$ cat src/rtl/spi_pixel_packer_pkg.sv
// Shared definitions for the SPI pixel packer.
// Holds the coordinate/pixel widths, the field offsets of the 38-bit
// {x, y, rgb565} FIFO word (same layout as the ADC pixel FIFO), the
// byte-phase state encoding and the red/blue swap helper.
package spi_pixel_packer_pkg;

    localparam int COORD_W   = 11;
    localparam int RGB_W     = 16;
    localparam int PIXEL_W   = 38;
    localparam int PIX_X_LSB = 27;
    localparam int PIX_Y_LSB = 16;

    // HI: waiting for the first (MSB) byte of a pixel.
    // LO: first byte held, the next byte completes the pixel.
    typedef enum logic {
        PH_HI = 1'b0,
        PH_LO = 1'b1
    } phase_e;

    // {r,g,b} -> {b,g,r}; the 6-bit green field stays in the middle.
    function automatic logic [RGB_W-1:0] swap_rb(input logic [RGB_W-1:0] rgb);
        return {rgb[4:0], rgb[10:5], rgb[15:11]};
    endfunction

endpackage

$ cat src/rtl/spi_pixel_packer_if.sv
// Bus bundle between the SPI byte receiver, the packer and the SRAM
// pixel consumer.
//   spi_frame_start : 1-cycle pulse, new image begins
//   spi_byte_valid  : spi_byte holds a received byte this cycle
//   spi_byte        : received byte
//   pixel_data      : {x, y, rgb565} at FIFO head (valid while pixel_ready)
//   pixel_ready     : FIFO non-empty
//   pixel_read      : consume head entry (ignored while !pixel_ready)
//   image_done      : 1-cycle pulse when the last pixel of an image is assembled
//   overflow        : sticky, a pixel was dropped because the FIFO was full
//   phase_dbg       : current byte-phase state, for observation only
// Handshake: an entry is transferred at a rising clock edge where
// pixel_ready && pixel_read are both high; pixel_data must not be consumed
// otherwise, and pixel_read while !pixel_ready has no effect.
interface spi_pixel_packer_if
    import spi_pixel_packer_pkg::*;
();
    logic               spi_frame_start;
    logic               spi_byte_valid;
    logic [7:0]         spi_byte;
    logic [PIXEL_W-1:0] pixel_data;
    logic               pixel_ready;
    logic               pixel_read;
    logic               image_done;
    logic               overflow;
    phase_e             phase_dbg;

    modport master (
        output spi_frame_start, spi_byte_valid, spi_byte, pixel_read,
        input  pixel_data, pixel_ready, image_done, overflow, phase_dbg
    );

    modport slave (
        input  spi_frame_start, spi_byte_valid, spi_byte, pixel_read,
        output pixel_data, pixel_ready, image_done, overflow, phase_dbg
    );
endinterface

$ cat src/rtl/spi_pixel_packer_sync_fifo.sv
// sync_fifo: single-clock first-word-fall-through FIFO.
// Ports:
//   clk, rst : clock, synchronous active-high reset (empties the FIFO)
//   push_i   : write din_i (accepted when not full, or when full and a pop
//              happens in the same cycle)
//   din_i    : write data
//   pop_i    : advance the head (ignored while empty)
//   dout_o   : head entry, valid whenever empty_o is low
//   full_o   : DEPTH entries held
//   empty_o  : no entries held
// DEPTH must be a power of two >= 2 so the pointers wrap naturally.
module sync_fifo #(
    parameter int WIDTH = 38,
    parameter int DEPTH = 16
) (
    input  logic             clk,
    input  logic             rst,
    input  logic             push_i,
    input  logic [WIDTH-1:0] din_i,
    input  logic             pop_i,
    output logic [WIDTH-1:0] dout_o,
    output logic             full_o,
    output logic             empty_o
);
    localparam int AW = $clog2(DEPTH);

    logic [WIDTH-1:0] mem_q [DEPTH];
    logic [AW-1:0]    wr_ptr_q, rd_ptr_q;
    logic [AW:0]      count_q;
    logic             do_push, do_pop;

    assign empty_o = (count_q == '0);
    assign full_o  = (count_q == (AW+1)'(DEPTH));
    assign dout_o  = mem_q[rd_ptr_q];

    // A pop frees a slot in the same cycle, so a full FIFO still takes a push.
    assign do_pop  = pop_i && !empty_o;
    assign do_push = push_i && (!full_o || do_pop);

    always_ff @(posedge clk) begin
        if (do_push) begin
            mem_q[wr_ptr_q] <= din_i;
        end
    end

    always_ff @(posedge clk) begin
        if (rst) begin
            wr_ptr_q <= '0;
            rd_ptr_q <= '0;
            count_q  <= '0;
        end else begin
            if (do_push) wr_ptr_q <= wr_ptr_q + AW'(1);
            if (do_pop)  rd_ptr_q <= rd_ptr_q + AW'(1);
            case ({do_push, do_pop})
                2'b10:   count_q <= count_q + (AW+1)'(1);
                2'b01:   count_q <= count_q - (AW+1)'(1);
                default: count_q <= count_q;
            endcase
        end
    end
endmodule

$ cat src/rtl/spi_pixel_packer.sv
// spi_pixel_packer: assembles RGB565 pixels from an SPI byte stream (MSB
// byte first), tags each with raster coordinates and buffers it in a FIFO
// as a 38-bit {x, y, rgb565} word for the SRAM writer.
// Ports:
//   clk, rst : clock, synchronous active-high reset
//   bus      : spi_pixel_packer_if.slave (byte input, FIFO output, status)
// Build option: define SPI_PACKER_BGR_SWAP_EN to store pixels as
// {b, g, r}; otherwise they are stored as received, {r, g, b}.
module spi_pixel_packer
    import spi_pixel_packer_pkg::*;
#(
    parameter int X_RES      = 800,
    parameter int Y_RES      = 600,
    parameter int FIFO_DEPTH = 16
) (
    input  logic                clk,
    input  logic                rst,
    spi_pixel_packer_if.slave   bus
);
    localparam logic [COORD_W-1:0] X_LAST = COORD_W'(X_RES - 1);
    localparam logic [COORD_W-1:0] Y_LAST = COORD_W'(Y_RES - 1);

    phase_e             phase_q, phase_d;
    logic [7:0]         hi_q, hi_d;
    logic [COORD_W-1:0] x_q, x_d, y_q, y_d;
    logic               ovf_q, ovf_d;
    logic               push, done;
    logic [RGB_W-1:0]   rgb_raw, rgb_store;
    logic [PIXEL_W-1:0] entry;
    logic               fifo_full, fifo_empty, pop_eff;

    assign rgb_raw = {hi_q, bus.spi_byte};
`ifdef SPI_PACKER_BGR_SWAP_EN
    assign rgb_store = swap_rb(rgb_raw);
`else
    assign rgb_store = rgb_raw;
`endif
    // A pushed pixel always comes from the LO phase, where frame_start cannot
    // be in effect, so the registered coordinates are the pixel's own.
    assign entry   = {x_q, y_q, rgb_store};
    assign pop_eff = bus.pixel_read && !fifo_empty;

    always_comb begin
        phase_d = phase_q;
        hi_d    = hi_q;
        x_d     = x_q;
        y_d     = y_q;
        ovf_d   = ovf_q;
        push    = 1'b0;
        done    = 1'b0;
        // Frame start is applied first so a coincident byte becomes the HI
        // byte of pixel (0,0) of the new image.
        if (bus.spi_frame_start) begin
            phase_d = PH_HI;
            x_d     = '0;
            y_d     = '0;
        end
        if (bus.spi_byte_valid) begin
            if (phase_d == PH_HI) begin
                hi_d    = bus.spi_byte;
                phase_d = PH_LO;
            end else begin
                push    = 1'b1;
                phase_d = PH_HI;
                // Coordinates advance even if the FIFO drops the pixel.
                if (x_q == X_LAST) begin
                    x_d = '0;
                    if (y_q == Y_LAST) begin
                        y_d  = '0;
                        done = 1'b1;
                    end else begin
                        y_d = y_q + COORD_W'(1);
                    end
                end else begin
                    x_d = x_q + COORD_W'(1);
                end
            end
        end
        if (push && fifo_full && !pop_eff) begin
            ovf_d = 1'b1;
        end
    end

    always_ff @(posedge clk) begin
        if (rst) begin
            phase_q <= PH_HI;
            hi_q    <= '0;
            x_q     <= '0;
            y_q     <= '0;
            ovf_q   <= 1'b0;
        end else begin
            phase_q <= phase_d;
            hi_q    <= hi_d;
            x_q     <= x_d;
            y_q     <= y_d;
            ovf_q   <= ovf_d;
        end
    end

    sync_fifo #(
        .WIDTH (PIXEL_W),
        .DEPTH (FIFO_DEPTH)
    ) u_fifo (
        .clk     (clk),
        .rst     (rst),
        .push_i  (push),
        .din_i   (entry),
        .pop_i   (bus.pixel_read),
        .dout_o  (bus.pixel_data),
        .full_o  (fifo_full),
        .empty_o (fifo_empty)
    );

    assign bus.pixel_ready = !fifo_empty;
    assign bus.image_done  = done;
    assign bus.overflow    = ovf_q;
    assign bus.phase_dbg   = phase_q;
endmodule
$ cat src/flat_wrapper.sv
// flat-port wrapper written by rule: the top's interface ports become plain ports
module spi_pixel_packer_flat import spi_pixel_packer_pkg::*;
#(
    parameter int X_RES      = 800,
    parameter int Y_RES      = 600,
    parameter int FIFO_DEPTH = 16
)
  (clk, rst, bus_spi_frame_start, bus_spi_byte_valid, bus_spi_byte, bus_pixel_read, bus_pixel_data, bus_pixel_ready, bus_image_done, bus_overflow, bus_phase_dbg);
  spi_pixel_packer_if bus_i ();
  input  logic clk;
  input  logic rst;
  input wire logic [$bits(bus_i.spi_frame_start)-1:0] bus_spi_frame_start;
  input wire logic [$bits(bus_i.spi_byte_valid)-1:0] bus_spi_byte_valid;
  input wire logic [$bits(bus_i.spi_byte)-1:0] bus_spi_byte;
  input wire logic [$bits(bus_i.pixel_read)-1:0] bus_pixel_read;
  output wire logic [$bits(bus_i.pixel_data)-1:0] bus_pixel_data;
  output wire logic [$bits(bus_i.pixel_ready)-1:0] bus_pixel_ready;
  output wire logic [$bits(bus_i.image_done)-1:0] bus_image_done;
  output wire logic [$bits(bus_i.overflow)-1:0] bus_overflow;
  output wire logic [$bits(bus_i.phase_dbg)-1:0] bus_phase_dbg;
  assign bus_i.spi_frame_start = bus_spi_frame_start;
  assign bus_i.spi_byte_valid = bus_spi_byte_valid;
  assign bus_i.spi_byte = bus_spi_byte;
  assign bus_i.pixel_read = bus_pixel_read;
  assign bus_pixel_data = bus_i.pixel_data;
  assign bus_pixel_ready = bus_i.pixel_ready;
  assign bus_image_done = bus_i.image_done;
  assign bus_overflow = bus_i.overflow;
  assign bus_phase_dbg = bus_i.phase_dbg;
  spi_pixel_packer #(.X_RES(X_RES), .Y_RES(Y_RES), .FIFO_DEPTH(FIFO_DEPTH)) u_core (.clk(clk), .rst(rst), .bus(bus_i));
endmodule
$ cat config.mk
export PLATFORM = sky130hd
export DESIGN_NAME = spi_pixel_packer_flat
export DESIGN_NICKNAME = d
export VERILOG_FILES = /design/src/rtl/spi_pixel_packer_pkg.sv /design/src/rtl/spi_pixel_packer_if.sv /design/src/rtl/spi_pixel_packer_sync_fifo.sv /design/src/rtl/spi_pixel_packer.sv /design/src/flat_wrapper.sv
export SDC_FILE = /design/constraint.sdc
export NUM_CORES = 1
export LEC_CHECK = 0
export ABC_AREA = 1
export CAP_MARGIN = 20
export CORE_ASPECT_RATIO = 0.8
export CORE_MARGIN = 4
export CORE_UTILIZATION = 60
export DETAILED_ROUTE_END_ITERATION = 16
export GPL_ROUTABILITY_DRIVEN = 1
export GPL_TIMING_DRIVEN = 1
export HOLD_SLACK_MARGIN = 0.05
export PLACE_DENSITY = 0.77
export RECOVER_POWER = 100
export SYNTH_ARGS = -nofsm -noshare
export SYNTH_HDL_FRONTEND = slang
export SYNTH_SLANG_ARGS = --single-unit
$ cat constraint.sdc
create_clock -name clk -period 7.6 [get_ports clk]
set_input_delay 0.76 -clock clk [delete_from_list [all_inputs] [get_ports clk]]
set_output_delay 0.76 -clock clk [all_outputs]
set_load 0.005 [all_outputs]
After elaboration in Yosys (flattened, before gate mapping):

Memory sizes are Yosys's and may differ from the RTL's. A register that Yosys moved wholly into a read port is not among the register bits.
Cells that the tools add are included.

* add/sub/neg operators: 6
* equal/unequal tests: 5
* mux-type cells: 23
* bitwise gates (word level): 1
* reductions and logical operators: 11

Operators by type and width (count)
* $mux W11: 9
* $add A11 B1 Y11 const B: 2
* $eq A11 B10 Y1 const B: 2
* $mux W1: 11
* $pmux W5 S2: 1
* $add A4 B1 Y4 const B: 2
* $mux W4: 2
* $add A5 B1 Y5 const B: 1
* $eq A5 B5 Y1 const B: 1
* $logic_not A5 Y1: 1
* $sub A5 B1 Y5 const B: 1
* $logic_and A1 B1 Y1: 4
* $logic_not A1 Y1: 3
* $eq A2 B1 Y1 const B: 1
* $eq A2 B2 Y1 const B: 1
* $reduce_and A2 Y1: 1
* $reduce_bool A2 Y1: 1
* $logic_or A1 B1 Y1: 1
* $not A1 Y1: 1

* bits in registers: 45
* bits in writable memories: 608
* bits of input ports: 13
* output and inout port bits: 42
* memories kept: 1

Memories
* u_core.u_fifo.mem_q: depth 16, width 38, read ports 1, clocked after memory_dff 1, write ports 1, RTL line spi_pixel_packer_sync_fifo.sv:27 `logic [WIDTH-1:0] mem_q [DEPTH];`

Logic depth before layout (Yosys ltp):

* word-level depth: 7
* depth in mapped cells: 18

Modules after synthesis:

A second synthesis with hierarchy kept.

* cells, all modules: 2328
* area, all modules: 27309.9 µm²

Modules (own cells, without submodules)
* sync_fifo: times used 1, cells each 2047, area each 25488.2 µm², seq. area each 18597.8 µm²
* spi_pixel_packer: times used 1, cells each 281, area each 1821.7 µm², seq. area each 640.6 µm²

Worst setup path after synthesis:

Ideal clock, no wire load.

* path type: input port to flip-flop
* from: input port bus_spi_frame_start
* to: memory u_core.u_fifo.mem_q[11][0] (enable)
* setup time: 433 ps
* data arrival time: 3159 ps
* required time: 7167 ps
* slack: 4008 ps
* stages: 8
* cell sequence: inv_2 -> nand2_1 -> inv_2 -> ha_1 -> inv_1 -> a21oi_4 -> nand2_1 -> nor2_1

* word-level cells in the longest chain between the ends: 6

RTL lines
* start: declaration: RTL line flat_wrapper.sv:12 `input wire logic [$bits(bus_i.spi_frame_start)-1:0] bus_spi_frame_start;`
* $mux W1: RTL line spi_pixel_packer.sv:53 `if (bus.spi_frame_start) begin`
* $mux W1: RTL line spi_pixel_packer.sv:59 `if (phase_d == PH_HI) begin`
* $mux W1: RTL line spi_pixel_packer.sv:58 `if (bus.spi_byte_valid) begin`
* $logic_and A1 B1 Y1: RTL line spi_pixel_packer_sync_fifo.sv:38 `assign do_push = push_i && (!full_o || do_pop);`
* $mux W1: RTL line spi_pixel_packer_sync_fifo.sv:41 `if (do_push) begin`
* $mux W1 (implied by the code): RTL line spi_pixel_packer_sync_fifo.sv:42 `mem_q[wr_ptr_q] <= din_i;`
* end: declaration: RTL line spi_pixel_packer_sync_fifo.sv:27

Every way passes these cells.

==> flow_metrics.tcl <==
set metrics [dict create \
    core_sq_um 44300 \
    report.final.slew_viol_count 664 \
    critical_path_class "register to output pin" \
    pwr-share-comb_pct 18.9 \
    synth_edf_count 608 \
    max_freq_mhz 168 \
    clockPowerShare_pct 34.1 \
    synth_top_area_share_pct 68.0 \
    cts_setup_buffers 0 \
    antenna_found_initial 2 \
    cts.clk_slew.worst_paths_ps 60 \
    synthFlopType "edfxtp_1" \
    nNetsFinal 2010 \
    io_pins 55 \
    drtPass1Iterations 7 \
    avgSynthCellArea_sq_um 13.7 \
    worstPathRequired_ps 6840 \
    synthAdderAreaFrac_pct 0.513 \
    hold_viol_final 0 \
    die_h_um 197 \
    yosysUniqueCellTypes 48 \
    synth_area_sq_um 26900 \
    ys_top_cells_by_count "edfxtp_1, inv_1, o21ai_0" \
    rsz0062_at_grt "no" \
    portBuffers 54 \
    synth_seq_cells 657 \
    cts_tree "built" \
    grt-ovfl-total 0 \
    multi_input_area_sq_um 6080 \
    htree_levels 2 \
    max_slew_margin_pct -119 \
    die_area_sq_um 48200 \
    drtIter0Drc 1746 \
    syn_to_final_growth_pct 9.84 \
    end_kind "output pin" \
    postCtsHoldBufs 0 \
    setup_viol 0 \
    synthArstFlopShare_pct 0 \
    n_antenna_cell 0 \
    wl_um 59400 \
    numCtsBuffers 59 \
    synth_top_family_by_area "compound AO/OA/AOI/OAI gates" \
    final-seq-area_sq_um 19200 \
    syn_inst 1958 \
    place_ws_ps 3490 \
    yosysWarnings 0 \
    final_util_pct 66.6 \
    p_seq_share_pct 47.0 \
    clk_latency_ps 590 \
    grt_pass1_wl_um 91900 \
    p_int_uw 6330 \
    grtUsageTotal_pct 24.6 \
    grt_max_degree 146 \
    p_leak_uw 0.00988 \
    hold_class "register to register" \
    ant_nets 0 \
    routedWlPerCell_um 22.5 \
    synth_fp_nets 1982 \
    post-route-drc-count 0 \
    cts_sinks 657 \
    arrival_ps 5210 \
    yosys-top-cells-area "edfxtp_1, mux2i_1, o211ai_1, dfxtp_1, o21ai_0" \
    p_sw_share_pct 27.4 \
    setup_ws_ps 1630 \
    power_switching_uw 2380 \
    cts_root_buf "clkbuf_16" \
    p_per_area_nw_per_um2 295 \
    violations "capacitance limit, slew limit" \
    row_count 69 \
    initial_utilization_pct 60.6 \
    die_w_um 245 \
    drv_cap 25 \
    vias 16200 \
    ys_seq_area_share_pct 71.6 \
    grt_pass1_vias 15900 \
    cts_max_path_buffers 3 \
    finalCritPeriodShare_pct 78.5 \
    finalSetupTns_ps 0 \
    cp_max_fo 95 \
    synth_simple_gate_area_share_pct 4.58 \
    drive_above_1_share_pct 6.24 \
    ir_drop_mv 0.199 \
    vias_per_cell 6.12 \
    worst_slew_pin_slew_ps 3290 \
    synthXorXnorAreaFrac_pct 0.163 \
    status "complete, but fails checks" \
    skew_ps 12.2 \
    yosysTopAreaCell "edfxtp_1" \
    gp_congestion 0.831 \
    yosysMostFrequentCell "edfxtp_1" \
    synth.area.mux_share_pct 5.67 \
    synth-compound-area-share_pct 11.8 \
    cts_resized 0 \
    start_kind "register" \
    layout_min_cycle_time_ps 5970 \
    hpwl_um 31600 \
    fillers 3018 \
]
-- cells in the final DEF (no fill, tap or decap), types with 10 or more instances in the layout --
cell type        synthesis  layout
edfxtp_1               608     608
inv_1                  201     203
o21ai_0                195     195
a21oi_1                176     177
o211ai_1               155     155
mux2i_1                152     152
nand2_1                 97      99
nand3_1                 69      69
nor2_1                  66      64
clkbuf_16                0      61
dfxtp_1                 49      46
dlygate4sd3_1            0      43
clkbuf_1                45      27
clkinv_2                 0      15
ha_1                    11      11
clkinv_1                 0      11
clkdlybuf4s50_1          0      11
nor3_1                   9      10
-- routing by layer --
layer | up-vias | track usage (%) | wire [um]
met5 | - | 0 | 10
met4 | 2 | 7.52 | 1520
met3 | 107 | 5.16 | 5500
met2 | 767 | 38.3 | 27500
met1 | 7982 | 35.7 | 24900
li1 | 7292 | - | -
-- path summary, 6_finish.rpt --
path                            slack, ps  cells after the start                          to                  from
worst max-delay path                 1630                      7          bus_pixel_data[23]              register
worst min-delay path                  480                      2         u_core.bus.overflow   u_core.bus.overflow
worst max register to register       2430                      8  u_core.u_fifo.mem_q[5][28]  u_core.bus.phase_dbg
worst min register to register        480                      2         u_core.bus.overflow   u_core.bus.overflow
-- area by class of cell --
| type | count | share of cell area (%) |
|---|---|---|
| well taps | 603 | 2.56 |
| flip-flops and latches | 657 | 65.3 |
| clock inverters | 34 | 1.07 |
| inverters | 209 | 2.67 |
| multi-input cells | 980 | 20.6 |
| clock buffers | 76 | 5.50 |
| repair buffers | 79 | 2.31 |
-- metrics by stage --
stage,power (uW),cells,hold WS [ps],cell area (sq um)
global placement,5800,2527,462,27700
finish,8710,2638,477,29500
floorplan,5390,1958,460,26900
detailed placement,5840,2528,465,27800
CTS,8780,2638,487,29700
global route,9080,2638,529,29500
-- state kept, by name, indices dropped and copies added (netlist names), named ones only --
| signal | flops |
|---|---|
| u_core.u_fifo.mem_q | 608 |
| u_core.u_fifo.rd_ptr_q | 4 |
| u_core.u_fifo.wr_ptr_q | 4 |
| u_core.y_q | 11 |
| u_core.bus.overflow | 1 |
| u_core.hi_q | 8 |
| u_core.x_q | 11 |
| u_core.bus.phase_dbg | 1 |
| u_core.u_fifo.count_q | 5 |
-- power by group through the flow --
stage | Sequential [uW] | Clock (uW) | Combinational [uW]
2_1_floorplan | 4060 | 0 | 1340
3_3_place_gp | 4170 | 0 | 1630
3_5_place_dp | 4170 | 0 | 1670
4_1_cts | 4090 | 3000 | 1690
5_1_grt | 4100 | 3160 | 1820
6_report | 4090 | 2970 | 1650
-- critical path: stages (launching register included) --
cell and delay, ps:
dfxtp_1 2080, buf_4 1060, a21oi_1 170, o21ai_0 140
o21ai_0 140, o211ai_1 210, nand2_1 110, dlygate4sd3_1 600
-- kinds of logic after synthesis --
| logic type | after synthesis |
|---|---|
| flops | 657 |
| compound gates | 542 |
| buf+inv | 321 |
| simple gates | 270 |
| mux | 152 |
| fa+ha+maj | 11 |
| xor+xnor | 5 |
Power figures use the tool's default switching activity.
